`src/rtl/csa_resolve_seq.sv`:
```
// csa_resolve_seq: resolves a carry-save (sum, carry) pair into binary s + 2*c
// using a multi-cycle chunked ripple with a registered inter-chunk carry.
module csa_resolve_seq #(
    parameter int WIDTH = 16,
    parameter int CHUNK = 4
) (
    input  logic             clk,
    input  logic             rst,
    input  logic             in_valid,
    output logic             in_ready,
    input  logic [WIDTH-1:0] in_s,
    input  logic [WIDTH-1:0] in_c,
    output logic             out_valid,
    input  logic             out_ready,
    output logic [WIDTH+1:0] out_sum,
    output logic             busy
);
    localparam int NCHUNK = WIDTH / CHUNK + 1;
    localparam int OW = NCHUNK * CHUNK;
    localparam int IW = (NCHUNK > 1) ? $clog2(NCHUNK) : 1;

    typedef enum logic [1:0] {IDLE, RUN, DONE} state_t;

    state_t         r_state;
    state_t         w_next;
    logic [OW-1:0]  r_a;
    logic [OW-1:0]  r_b;
    logic [OW-1:0]  r_res;
    logic [IW-1:0]  r_idx;
    logic           r_cy;
    logic [CHUNK:0] w_add;
    logic           w_last;
    logic           w_accept;
    logic           w_unused_res;

    assign w_add = {1'b0, r_a[r_idx*CHUNK +: CHUNK]} + {1'b0, r_b[r_idx*CHUNK +: CHUNK]} + (CHUNK+1)'(r_cy);
    assign w_last = r_idx == IW'(NCHUNK - 1);
    assign w_accept = (r_state == IDLE) && in_valid;

    always_ff @(posedge clk) begin
        if (rst) r_state <= IDLE;
        else r_state <= w_next;
    end

    always_comb begin
        w_next = (r_state == IDLE) ? (in_valid ? RUN : IDLE)
               : (r_state == RUN)  ? (w_last ? DONE : RUN)
               : (out_ready ? IDLE : DONE);
    end

    // The final carry-out of the top chunk is always 0, so it is simply not kept.
    always_ff @(posedge clk) begin
        if (rst) begin
            r_a   <= '0;
            r_b   <= '0;
            r_res <= '0;
            r_idx <= '0;
            r_cy  <= 1'b0;
        end else if (w_accept) begin
            r_a   <= OW'(in_s);
            r_b   <= OW'({in_c, 1'b0});
            r_idx <= '0;
            r_cy  <= 1'b0;
        end else if (r_state == RUN) begin
            r_res[r_idx*CHUNK +: CHUNK] <= w_add[CHUNK-1:0];
            r_cy  <= w_add[CHUNK];
            r_idx <= r_idx + IW'(1);
        end
    end

    assign in_ready     = r_state == IDLE;
    assign out_valid    = r_state == DONE;
    assign busy         = r_state != IDLE;
    assign out_sum      = r_res[WIDTH+1:0];
    assign w_unused_res = ^r_res;
endmodule

```
`config.mk`:
```
export PLATFORM = sky130hd
export DESIGN_NAME = csa_resolve_seq
export DESIGN_NICKNAME = d
export VERILOG_FILES = /design/src/rtl/csa_resolve_seq.sv
export SDC_FILE = /design/constraint.sdc
export NUM_CORES = 1
export LEC_CHECK = 0
export BUFFER_PORTS_ARGS = -buffer_cell sky130_fd_sc_hd__buf_2
export CAP_MARGIN = 15
export CORE_MARGIN = 2
export CORE_UTILIZATION = 28
export DETAILED_ROUTE_END_ITERATION = 10
export HOLD_SLACK_MARGIN = 0.1
export PLACE_DENSITY = 0.57
export SETUP_SLACK_MARGIN = 0.05
export SLEW_MARGIN = 20
export SYNTH_ARGS = -nofsm -noshare
export SYNTH_HDL_FRONTEND = slang
export SYNTH_SLANG_ARGS = --single-unit
```
`constraint.sdc`:
```
create_clock -name clk -period 6.18 [get_ports clk]
set_input_delay 1.236 -clock clk [delete_from_list [all_inputs] [get_ports clk]]
set_output_delay 1.236 -clock clk [all_outputs]
set_load 0.05 [all_outputs]
```
==> impl_metrics.toml <==
[detailed_routing]
topRoutingLayerUsed = "met3"
first_iter_violations = 79
finalWirelength_um = 5790
drt_drc_violations_left = 1
drtAntennaViolNets = 0
detail_route.wirelength.met1_um = 2780
met2RoutedLength_um = 2730
met3RoutedLength_um = 278
via_per_inst = 4.67
detailed_route_via_count = 2127
first_pass_iteration_count_of_the_detailed_router = 9
route.detailed.wl_per_inst_um = 12.7

[synth]
syn-cell-area_um2 = 2570
synth-edff-count = 0
yosys_synthesis_warning_count = 0
synthFlopType = "sky130_fd_sc_hd__dfxtp_1"
yosysMostFrequentCell = "sky130_fd_sc_hd__nand2_1"
yosys-top-cells-area = "sky130_fd_sc_hd__dfxtp_1, sky130_fd_sc_hd__nand2_1, sky130_fd_sc_hd__a21oi_1, sky130_fd_sc_hd__mux4_2, sky130_fd_sc_hd__ha_1"
post_synth_most_frequent_cells = "sky130_fd_sc_hd__nand2_1, sky130_fd_sc_hd__dfxtp_1, sky130_fd_sc_hd__a21oi_1"
synth_cell_type_count = 33
synth_seq_area_share_pct = 43.5
synthesis_stage_register_bit_count = 56
synth_top_cell_by_area = "sky130_fd_sc_hd__dfxtp_1"
ys_async_sr_fraction_pct = 0
netlist_instances = 299
synth_top_area_share_pct = 43.5
mappedNetlistNets = 347
mean_instance_size_in_the_synthesized_netlist_um2 = 8.61

[worst_setup_path]
cp_data_arrival_time_ns = 3.21
crit_path_cell_trace = "mux2_2 > nand2_1 > a21oi_1 > a41oi_1 > fa_1 > inv_1 > fa_1 > xnor2_1 > or3_1 > a21oi_1"
timing.critical_path.slowest_cell_delay_ns = 0.77
cpLargestDelayFamily = "flip-flops"
slowest_stage = "sky130_fd_sc_hd__dfxtp_1"
reg2reg_to = "r_res[10]"
critical_path.endpoint = "r_res[10]"
worst_setup_path_end_kind = "flip-flop"
cp.depth = 10
critical_path_buf_inv_count = 1
crit_start = "r_idx[1]"
path_class = "reg -> reg"
r2r_slack_ns = 3.20
critPathMaxFanout = 15
startpoint_type = "flip-flop"
worstReg2RegStart = "r_idx[1]"
cp_data_required_time_ns = 6.41
r2r.worst_path.cells = 10

[timing]
maxSlewViolCount = 0
tightest_slew_ns = 1.06
maxClockFrequency_mhz = 335
final_count_of_negative_setup_slack_endpoints = 0
final.period_utilization_pct = 48.3
slew_limit_headroom_pct = 29.6
skew_ns = 0.0102
tns_ns = 0
post-route-min-period_ns = 2.98
grt_setup_unrepaired = "false"
timing_hold_violations_final = 0

[clocking]
max-clock-path-buffers = 2
clock_sink_count = 56
num_cts_buffers = 5
postCtsSetupBuffers = 0
cts_root_buffer = "sky130_fd_sc_hd__clkbuf_8"
cts_hold_buf = 0
worst_skew_pair.late_latency_ns = 0.31
tritoncts = "built"
htreeDepth = 2
cts_resized = 0
cts.reportedPaths.clkPinSlew_ns = 0.11

[layout]
seq_area_um2 = 1120
post-route-util_pct = 34.3
nNetsFinal = 394
post_route_cells_drive_above_1_share_pct = 23.9
insertedDiodeCount = 0
layout.filler_cells = 943
finish.instance_area_um2 = 3020
area_growth_syn_to_layout_pct = 17.2
multi_input_comb_area_um2 = 1350

[floorplan]
boundaryPins = 57
core_area_um2 = 8810
die_width_um = 99.9
start_util_pct = 29.2
vertical_die_dimension_um = 99.9
placementRows = 34
design.die.area_um2 = 9980

[worst_hold_path]
worst_hold_path_type = "reg -> reg"

[place]
numPortBuffers = 56
post_dp_cell_area_um2 = 2930
gp_congestion = 0.775
hpwlAfterDp_um = 4250

[status]
failing_checks = "design-rule violations"
result_of_the_run = "finished, violations left"

[power]
power_density_nw_per_um2 = 232
vdd_drop_max_mv = 0.0913
static-leakage-power_nw = 1.23

[global_routing]
overflow = 0
antenna_found_initial = 0
grt_util_all_layers_pct = 12.2
largest_net_degree_at_the_start_of_global_routing = 61
grt_pass1_vias = 2075
global_route_wire_length_before_repair_um = 9920

[job]
drv_cap = 0
## worst min path at each step
| stage | depth (start not counted) | slack, ns | startpoint | to |
|---|---|---|---|---|
| floorplan | 2 | 0.43 | r_b[12] | r_b[12] |
| global placement | 2 | 0.44 | r_res[0] | r_res[0] |
| detailed placement | 2 | 0.44 | r_res[2] | r_res[2] |
| CTS | 2 | 0.46 | r_res[2] | r_res[2] |
| global route | 2 | 0.48 | r_res[16] | r_res[16] |
| finish | 2 | 0.46 | r_res[2] | r_res[2] |
## kinds of logic (layout without fill, tap and decap cells)
group / Yosys count / after routing / share of synthesized area (%)
muxes: 9 / 9 / 6.95
xor gates and xnor gates: 4 / 4 / 1.36
DFF: 56 / 56 / 43.5
AOI/OAI and AO/OA: 59 / 59 / 12.4
and+or+nand+nor: 134 / 134 / 25.1
buffers and inverters: 25 / 73 / 4.23
adders and majority gates: 12 / 12 / 6.41
## per-layer routing
layer / up-vias / track usage [%]
met5: - / 0
met4: 0 / 2.21
met3: 0 / 3.06
met2: 46 / 20.7
met1: 975 / 16.0
li1: 1106 / -
## power by group
| group | internal, mW | switching [mW] | leakage [nW] |
|---|---|---|---|
| logic | 0.0417 | 0.0637 | 0.727 |
| registers | 0.377 | 0.0116 | 0.457 |
| clock network | 0.0817 | 0.126 | 0.0485 |
## cell usage in the layout, fill, tap and decap left out, drive strengths merged, types with 4 or more instances in the layout
| master | synthesis | routed |
|---|---|---|
| clkbuf | 10 | 5 |
| mux4 | 7 | 7 |
| a21oi | 51 | 51 |
| nor2 | 6 | 6 |
| xnor2 | 4 | 4 |
| buf | 7 | 57 |
| ha | 10 | 10 |
| or3 | 11 | 11 |
| dfxtp | 56 | 56 |
| nor3 | 5 | 5 |
| inv | 7 | 8 |
| nand2 | 86 | 86 |
| nand3b | 4 | 4 |
| nand4 | 5 | 5 |
| and2 | 7 | 7 |
## stage by stage
stage / std cells / total power [mW] / setup slack (ns) / hold WS, ns
floorplan: 299 / 0.473 / 3.43 / 0.433
global placement: 446 / 0.501 / 3.30 / 0.438
detailed placement: 447 / 0.505 / 3.21 / 0.444
CTS: 455 / 0.713 / 3.18 / 0.458
global route: 455 / 0.736 / 2.92 / 0.475
finish: 455 / 0.701 / 3.20 / 0.455
## registers in the layout, summed over array words and instances (netlist names)
signal	flops
r_a	16
r_b	16
r_cy	1
r_idx	3
r_res	18
r_state	2
## final cells by class
| type | count | share of cell area, % |
|---|---|---|
| repair buffers | 57 | 9.78 |
| inverters | 8 | 0.995 |
| clock inverters | 3 | 0.746 |
| multi-input cells | 218 | 44.6 |
| well taps | 108 | 4.48 |
| flip-flops and latches | 56 | 37.1 |
| clock buffers | 5 | 2.28 |
## worst reg2reg max path, cell delays in order, from the launching register on
cell	delay, ns
sky130_fd_sc_hd__dfxtp_1	0.77
sky130_fd_sc_hd__mux2_2	0.41
sky130_fd_sc_hd__nand2_1	0.06
sky130_fd_sc_hd__a21oi_1	0.07
sky130_fd_sc_hd__a41oi_1	0.20
sky130_fd_sc_hd__fa_1	0.24
sky130_fd_sc_hd__inv_1	0.06
sky130_fd_sc_hd__fa_1	0.39
sky130_fd_sc_hd__xnor2_1	0.19
sky130_fd_sc_hd__or3_1	0.38
sky130_fd_sc_hd__a21oi_1	0.14
Power figures use the tool's default switching activity.
